**config.mk**
```make
export PLATFORM = sky130hd
export DESIGN_NAME = edge_to_level
export DESIGN_NICKNAME = d
export VERILOG_FILES = /design/src/rtl/edge_to_level.sv
export SDC_FILE = /design/constraint.sdc
export NUM_CORES = 1
export LEC_CHECK = 0
export BUFFER_PORTS_ARGS = -buffer_cell sky130_fd_sc_hd__buf_2
export CAP_MARGIN = 25
export CORE_MARGIN = 2
export CORE_UTILIZATION = 30
export DETAILED_ROUTE_END_ITERATION = 7
export PLACE_DENSITY = 0.5
export SLEW_MARGIN = 5
export SYNTH_ARGS = -nofsm -noshare
export SYNTH_HDL_FRONTEND = slang
export SYNTH_SLANG_ARGS = --single-unit
```
**constraint.sdc**
```tcl
create_clock -name clk -period 5.1 [get_ports clk]
set_input_delay 1.02 -clock clk [delete_from_list [all_inputs] [get_ports clk]]
set_output_delay 1.02 -clock clk [all_outputs]
set_load 0.01 [all_outputs]
```
**src/rtl/edge_to_level.sv**
```systemverilog
// edge_to_level: regenerates a level signal from single-cycle rise/fall/toggle
// requests. Every applied level value is held for at least HOLD cycles; one
// change arriving during the hold window is buffered and applied at expiry.
// Conflicting requests (rise together with fall) are discarded and flagged on drop.
module edge_to_level #(
  parameter int HOLD = 4,
  parameter int CW   = 4
) (
  input  logic       clk,
  input  logic       rst_n,
  input  logic       rise_req,
  input  logic       fall_req,
  input  logic       tog_req,
  output logic       level,
  output logic       busy,
  output logic       pend,
  output logic       drop,
  output logic [7:0] chg_cnt
);

  typedef enum logic {
    ST_IDLE = 1'b0,
    ST_HOLD = 1'b1
  } state_t;

  localparam logic [CW-1:0] CNT_RELOAD = CW'(HOLD - 1);
  localparam logic [CW-1:0] CNT_ONE    = CW'(1);
  localparam logic [CW-1:0] CNT_ZERO   = CW'(0);

  state_t        r_state;
  logic [CW-1:0] r_cnt;
  logic          r_level;
  logic          r_pend;
  logic          r_pend_val;
  logic          r_drop;
  logic [7:0]    r_chg_cnt;

  logic          w_conflict;
  logic          w_has_tgt;
  logic          w_tgt_val;
  logic          w_eff;
  logic          w_differ;

  // Decode the sampled requests into a target level and compare it with the
  // effective level (the buffered value when one exists, else the output).
  always_comb begin
    w_conflict = rise_req & fall_req;
    w_eff      = r_pend ? r_pend_val : r_level;
    w_has_tgt  = 1'b0;
    w_tgt_val  = 1'b0;
    if (w_conflict) begin
      w_has_tgt = 1'b0;
      w_tgt_val = 1'b0;
    end else if (rise_req) begin
      w_has_tgt = 1'b1;
      w_tgt_val = 1'b1;
    end else if (fall_req) begin
      w_has_tgt = 1'b1;
      w_tgt_val = 1'b0;
    end else if (tog_req) begin
      w_has_tgt = 1'b1;
      w_tgt_val = ~w_eff;
    end else begin
      w_has_tgt = 1'b0;
      w_tgt_val = 1'b0;
    end
    w_differ = w_has_tgt & (w_tgt_val != w_eff);
  end

  // Hold-window state machine: applies, buffers or cancels level changes and
  // keeps the change counter and the conflict pulse.
  always_ff @(posedge clk or negedge rst_n) begin
    if (!rst_n) begin
      r_state    <= ST_IDLE;
      r_cnt      <= CNT_ZERO;
      r_level    <= 1'b0;
      r_pend     <= 1'b0;
      r_pend_val <= 1'b0;
      r_drop     <= 1'b0;
      r_chg_cnt  <= 8'd0;
    end else begin
      r_drop <= w_conflict;
      case (r_state)
        ST_IDLE: begin
          if (w_differ) begin
            r_level   <= w_tgt_val;
            r_cnt     <= CNT_RELOAD;
            r_chg_cnt <= r_chg_cnt + 8'd1;
            r_state   <= ST_HOLD;
          end else begin
            r_state <= ST_IDLE;
          end
        end
        ST_HOLD: begin
          if (r_cnt != CNT_ZERO) begin
            // Window still running: buffer the first differing change, a
            // second differing change (back to the current level) cancels it.
            r_cnt <= r_cnt - CNT_ONE;
            if (w_differ) begin
              if (!r_pend) begin
                r_pend     <= 1'b1;
                r_pend_val <= w_tgt_val;
              end else begin
                r_pend <= 1'b0;
              end
            end
          end else if (r_pend) begin
            // Expiry with a buffered change: apply it, and judge any request
            // in this cycle against the newly applied level.
            r_level   <= r_pend_val;
            r_cnt     <= CNT_RELOAD;
            r_chg_cnt <= r_chg_cnt + 8'd1;
            if (w_differ) begin
              r_pend     <= 1'b1;
              r_pend_val <= w_tgt_val;
            end else begin
              r_pend <= 1'b0;
            end
          end else if (w_differ) begin
            r_level   <= w_tgt_val;
            r_cnt     <= CNT_RELOAD;
            r_chg_cnt <= r_chg_cnt + 8'd1;
          end else begin
            r_state <= ST_IDLE;
          end
        end
        default: begin
          r_state <= ST_IDLE;
        end
      endcase
    end
  end

  assign level   = r_level;
  assign busy    = (r_state == ST_HOLD);
  assign pend    = r_pend;
  assign drop    = r_drop;
  assign chg_cnt = r_chg_cnt;

endmodule

```
## Word level (Yosys, flattened, before mapping)

Index checks and enable logic that the tools add are counted.

- Bitwise operators: 4
- Eq/ne operators: 4
- Mux-type cells: 34
- Add/sub/neg operators: 2
- Reduce and logical (&&, ||, !) cells: 4

Operators by type and width:

| kind | number |
|---|---|
| 1-bit two-way mux | 24 |
| 8-bit two-way mux | 3 |
| 8-bit one-hot mux with 2 select lines | 1 |
| 4-bit two-way mux | 3 |
| 8-bit by 1-bit adder with 8-bit output (second input constant) | 1 |
| 4-bit one-hot mux with 2 select lines | 1 |
| 2-bit != test (second input constant) | 3 |
| 1-bit one-hot mux with 2 select lines | 2 |
| 4-bit AND reduction | 1 |
| 4-bit nonzero test | 1 |
| 4-bit by 1-bit subtractor with 4-bit output (second input constant) | 1 |
| 1-bit bitwise AND | 2 |
| 1-bit NOT | 2 |
| 2-bit AND reduction | 1 |
| 2-bit nonzero test | 1 |
| 1-bit != test | 1 |

- Bits in registers: 17
- Output and inout bits: 12
- Bits of input ports: 5
- Word-level logic and storage cells: 55

## Logic depth before layout (Yosys ltp)

- Depth after elaboration: 12
- Mapped depth: 7
- Depth with buffers taken out: 7

## Worst setup path after synthesis

OpenSTA, ideal clock, no wires.

- Path type: input to register
- From: input rise_req
- To: register r_chg_cnt[1] (netlist: chg_cnt[1])
- Library setup time: 0.125 ns
- Path buffers: 1
- Data arrival time: 2.269 ns
- Data required time: 4.975 ns
- Path slack: 2.706 ns
- Cell stages on the path: 5
- Cell sequence: clkbuf_1 -> a2111oi_0 -> a21o_1 -> a311oi_4 -> mux2_2

- Cells in the longest elaborated chain, start to end: 8
- Elaborated cells on any way between the ends: 11
- Those cells by class: 1 x eq/ne; 8 x mux; 2 x bitwise

Ends and longest elaborated chain:

| element | RTL line | text |
|---|---|---|
| start, declared | 11 | `input logic rise_req,` |
| 1-bit two-way mux or 1-bit bitwise AND (tied branches) | 54, 47 |  |
| 1-bit two-way mux | 51 | `if (w_conflict) begin` |
| 1-bit != test | 67 | `w_differ = w_has_tgt & (w_tgt_val != w_eff);` |
| 1-bit bitwise AND * | 67 |  |
| 8-bit two-way mux * | n/a |  |
| 8-bit two-way mux (2 in series) | n/a |  |
| 8-bit one-hot mux with 2 select lines * | n/a |  |
| end signal, assigned | 88 | `r_chg_cnt <= r_chg_cnt + 8'd1;` |
| end signal, assigned | 112 | `r_chg_cnt <= r_chg_cnt + 8'd1;` |
| end signal, assigned | 122 | `r_chg_cnt <= r_chg_cnt + 8'd1;` |
| end, declared | 36 | `logic [7:0] r_chg_cnt;` |

Every way passes the cells marked *; elsewhere a longest branch is shown, timed or not. The select of a mux whose other input is x is not followed.
A chain may end at the register's enable or synchronous reset.

## Final worst setup path

- From: register r_cnt[0]
- To: register r_chg_cnt[1] (netlist: chg_cnt[1])

- Cells in the longest elaborated chain, start to end: 2

Ends and longest elaborated chain:

| element | RTL line | text |
|---|---|---|
| start, declared | 31 | `logic [CW-1:0] r_cnt;` |
| start signal, assigned | 98 | `r_cnt <= r_cnt - CNT_ONE;` |
| 4-bit nonzero test | 95 | `if (r_cnt != CNT_ZERO) begin` |
| 2-bit != test (no line) | n/a |  |

Every way passes these cells.

==> metrics.txt <==
# TYPE chip_impl_metric gauge
chip_impl_metric{name="post_cts_resized",unit=""} 0
chip_impl_metric{name="count_of_final_setup_violators",unit=""} 0
chip_impl_info{name="setup_repair_after_global_routing_missed_its_margin",value="false"} 1
chip_impl_metric{name="sequentialPowerShare",unit=""} 0.404
chip_impl_metric{name="residual_antenna_violating_net_count_after_detailed_routing",unit=""} 0
chip_impl_metric{name="die_width",unit="um"} 58.9
chip_impl_info{name="yosysMostFrequentCell",value="sky130_fd_sc_hd__dfrtp_1"} 1
chip_impl_metric{name="num_rows",unit=""} 19
chip_impl_metric{name="rrSetupSlack",unit="ns"} 2.88
chip_impl_info{name="synthTopCellsByArea",value="sky130_fd_sc_hd__dfrtp_1, sky130_fd_sc_hd__xnor2_1, sky130_fd_sc_hd__a311oi_4"} 1
chip_impl_metric{name="wire_per_inst",unit="um"} 13.2
chip_impl_metric{name="fillCellCount",unit=""} 295
chip_impl_metric{name="first_iter_violations",unit=""} 18
chip_impl_metric{name="pin_count_of_the_biggest_net_entering_global_routing",unit=""} 18
chip_impl_metric{name="dieArea",unit="um^2"} 3470
chip_impl_metric{name="power.ir.vdd_worst",unit="mV"} 0.196
chip_impl_metric{name="place_congestion",unit=""} 0.738
chip_impl_metric{name="synthCells",unit=""} 82
chip_impl_metric{name="power.share.clock",unit=""} 0.118
chip_impl_metric{name="detail_route.drc_violations",unit=""} 0
chip_impl_metric{name="ctsHtreeMaxLevel",unit=""} 1
chip_impl_metric{name="critical_path_required",unit="ns"} 5.29
chip_impl_metric{name="hpwl_after_dpl",unit="mm"} 1.28
chip_impl_metric{name="net-switching-power",unit="mW"} 0.262
chip_impl_info{name="synth_largest_area_cell",value="sky130_fd_sc_hd__dfrtp_1"} 1
chip_impl_metric{name="grt_first_pass_wirelength",unit="mm"} 3.06
chip_impl_info{name="tritoncts",value="built"} 1
chip_impl_metric{name="place_area",unit="um^2"} 1010
chip_impl_metric{name="timing.final.crit_share",unit=""} 0.436
chip_impl_metric{name="yosys.area_share.xor_xnor",unit=""} 0.0776
chip_impl_metric{name="via_per_inst",unit=""} 5.20
chip_impl_metric{name="postSynth.asyncResetShare",unit=""} 1.00
chip_impl_metric{name="p_sw_frac",unit=""} 0.423
chip_impl_metric{name="syn-cell-area",unit="um^2"} 903
chip_impl_metric{name="cts_sinks",unit=""} 17
chip_impl_info{name="cts_root_buf",value="sky130_fd_sc_hd__clkbuf_4"} 1
chip_impl_info{name="min_from",value="chg_cnt[7]"} 1
chip_impl_metric{name="layout.nets",unit=""} 107
chip_impl_info{name="reg2reg_from",value="r_cnt[0]"} 1
chip_impl_metric{name="floorplan.die.height",unit="um"} 58.9
chip_impl_metric{name="fin_skew",unit="ns"} 0.00565
chip_impl_metric{name="final_area",unit="um^2"} 1030
chip_impl_metric{name="postSynthAreaPerCell",unit="um^2"} 11.0
chip_impl_metric{name="synth.yosys.warnings",unit=""} 0
chip_impl_metric{name="post-synth-top-area-fraction",unit=""} 0.471
chip_impl_metric{name="postSynthNetCount",unit=""} 89
chip_impl_info{name="timing.critical_path.cells",value="inv_1 -> ha_1 -> or3b_1 -> a21o_1 -> a311oi_4 -> mux2_2"} 1
chip_impl_metric{name="dp.cells",unit=""} 126
chip_impl_metric{name="drive_gt1_frac",unit=""} 0.273
chip_impl_info{name="startpoint_of_the_most_critical_setup_path",value="r_cnt[0]"} 1
chip_impl_info{name="critical_path.startpoint_type",value="register"} 1
chip_impl_metric{name="synth_compound_area_frac",unit=""} 0.183
chip_impl_metric{name="layoutNonFillerInstCount",unit=""} 130
chip_impl_metric{name="cp_slowest_stage_delay",unit="ns"} 0.43
chip_impl_info{name="dominant_combinational_cell_family_by_area_after_synthesis",value="compound AO/OA/AOI/OAI gates"} 1
chip_impl_metric{name="simple_gate_share_of_the_synthesized_area",unit=""} 0.150
chip_impl_metric{name="cellInternalPower",unit="mW"} 0.357
chip_impl_metric{name="detail_route.wirelength",unit="mm"} 1.72
chip_impl_metric{name="postCtsSetupBuffers",unit=""} 0
chip_impl_metric{name="timing_hold_violations_final",unit=""} 0
chip_impl_metric{name="min_period",unit="ns"} 2.22
chip_impl_metric{name="slew-limit-headroom",unit=""} 0.671
chip_impl_metric{name="yosys.cell_types.count",unit=""} 35
chip_impl_metric{name="start_util",unit=""} 0.322
chip_impl_info{name="hp-class",value="reg2reg"} 1
chip_impl_metric{name="pwr_density_cell",unit="nW/um^2"} 599
chip_impl_metric{name="synth-edff-count",unit=""} 0
chip_impl_metric{name="io_buffers",unit=""} 16
chip_impl_metric{name="core_region",unit="um^2"} 2810
chip_impl_metric{name="maxSlewViolCount",unit=""} 0
chip_impl_metric{name="portion_of_netlist_area_occupied_by_mux_cells",unit=""} 0.0623
chip_impl_info{name="synth_top_cells_by_count",value="sky130_fd_sc_hd__dfrtp_1, sky130_fd_sc_hd__nand2_1, sky130_fd_sc_hd__xnor2_1"} 1
chip_impl_metric{name="max_slew.worst_pin.slew",unit="ns"} 0.494
chip_impl_info{name="cp_slowest_cell",value="sky130_fd_sc_hd__a311oi_4"} 1
chip_impl_info{name="run_status",value="finished, final reports clean"} 1
chip_impl_metric{name="cellLeakagePower",unit="nW"} 0.482
chip_impl_metric{name="grt_pass1_vias",unit=""} 677
chip_impl_metric{name="cts_hold_repair.buffers",unit=""} 0
chip_impl_metric{name="grt.overflow.total",unit=""} 0
chip_impl_metric{name="dr.pass1.iters",unit=""} 4
chip_impl_metric{name="path_clk_slew",unit="ns"} 0.11
chip_impl_metric{name="timing.setup.tns",unit="ns"} 0
chip_impl_metric{name="critPathArrivalTime",unit="ns"} 2.41
chip_impl_info{name="ys_flop_type",value="sky130_fd_sc_hd__dfrtp_1"} 1
chip_impl_metric{name="critical_path.max_fanout",unit=""} 9
chip_impl_info{name="timing_worst_setup_path_type",value="reg2reg"} 1
chip_impl_metric{name="worst_skew_pair.late_latency",unit="ns"} 0.29
chip_impl_info{name="critical_path.endpoint_type",value="register"} 1
chip_impl_metric{name="synth-adder-area-share",unit=""} 0.0277
chip_impl_metric{name="cts_buffers",unit=""} 3
chip_impl_metric{name="track_usage",unit=""} 0.117
chip_impl_metric{name="num_antenna_cells",unit=""} 0
chip_impl_metric{name="cts-root-to-sink-buffers",unit=""} 2
chip_impl_metric{name="postSynthRegisterBits",unit=""} 17
chip_impl_metric{name="power.share.combinational",unit=""} 0.477
chip_impl_metric{name="max_freq",unit="MHz"} 450
chip_impl_metric{name="synth_seq_area_share",unit=""} 0.471
chip_impl_metric{name="area_growth_syn_to_layout",unit="%"} 14.5
chip_impl_metric{name="total_number_of_vias",unit=""} 676
chip_impl_metric{name="initial_antenna_violation_count",unit=""} 0
chip_impl_metric{name="cap_violations",unit=""} 0
chip_impl_metric{name="number_of_top_level_pins",unit=""} 17
per-layer routing:
metal / global-route usage / wire length [um] / part of all wire
met1: 0.164 / 863 / 0.50
met3: 0.0154 / 69 / 0.040
met5: 0 / 0 / 0
met2: 0.171 / 767 / 0.45
met4: 0.0682 / 19 / 0.011
registers in the layout (all words and copies together), names as in the netlist:
signal and flops:
level 1, chg_cnt 8, r_cnt 4, drop 1
busy 1, r_pend_val 1, pend 1
cells in the final DEF, fill, tap and decap left out, types with 2 or more instances in the layout:
master                     Yosys  final
sky130_fd_sc_hd__nor2_1        3      3
sky130_fd_sc_hd__nand2_1       7      7
sky130_fd_sc_hd__nand4_1       4      4
sky130_fd_sc_hd__o21ai_0       5      5
sky130_fd_sc_hd__dfrtp_1      17     17
sky130_fd_sc_hd__inv_1         3      3
sky130_fd_sc_hd__clkbuf_4      0      3
sky130_fd_sc_hd__ha_1          2      2
sky130_fd_sc_hd__buf_2         0     16
sky130_fd_sc_hd__mux2_2        2      2
sky130_fd_sc_hd__and3_1        4      4
sky130_fd_sc_hd__o31ai_1       2      2
sky130_fd_sc_hd__mux2i_1       2      2
sky130_fd_sc_hd__xnor2_1       7      7
worst max-delay path, delay by kind of cell, from the launching register on:
kind,cells,cell delay [ns]
AND/OR/NAND/NOR,1,0.40
adder cells (fa/ha/maj),1,0.19
buffers and inverters,1,0.08
AO/OA/AOI/OAI,2,0.65
multiplexers,1,0.39
flip-flops,1,0.41
power by group through the flow:
| stage | registers (mW) | clock network (mW) | logic, mW |
|---|---|---|---|
| floorplan | 0.244 | 0 | 0.231 |
| global placement | 0.253 | 0 | 0.297 |
| detailed placement | 0.254 | 0 | 0.299 |
| CTS | 0.251 | 0.0774 | 0.300 |
| global route | 0.260 | 0.0854 | 0.337 |
| finish | 0.250 | 0.0734 | 0.296 |
per-stage QoR:
stage	total power, mW	hold WS, ns	setup slack [ns]	util
6_report	0.619	0.475	2.88	0.369
5_1_grt	0.683	0.518	2.76	0.369
4_1_cts	0.629	0.487	2.88	0.369
3_5_place_dp	0.553	0.469	2.67	0.359
3_3_place_gp	0.550	0.457	2.72	0.359
2_1_floorplan	0.476	0.508	2.71	-
path summary, 6_finish.rpt:
check,endpoint,depth (start not counted)
min in group asynchronous,chg_cnt[4],1
hold / removal,chg_cnt[7],1
hold reg to reg,chg_cnt[7],1
setup / recovery,chg_cnt[1],6
setup reg to reg,chg_cnt[1],6
max in group asynchronous,r_cnt[0],1
logic make-up (layout without fill, tap and decap cells):
kind of cell             after synthesis  in the layout
AO/OA/AOI/OAI                         20             20
XOR/XNOR                               8              8
adder cells (fa/ha/maj)                2              2
buffers and inverters                  6             23
flip-flops                            17             17
multiplexers                           5              5
AND/OR/NAND/NOR                       24             24
layout make-up:
type | count | area (um^2) | share of cell area
Inverter | 3 | 11.3 | 0.0109
Timing Repair Buffer | 16 | 80.1 | 0.0774
Clock inverter | 1 | 5.00 | 0.00484
Clock buffer | 3 | 22.5 | 0.0218
Tap cell | 31 | 38.8 | 0.0375
Sequential cell | 17 | 425 | 0.411
Multi-Input combinational cell | 59 | 452 | 0.437
(Power assumes the default switching activity.)
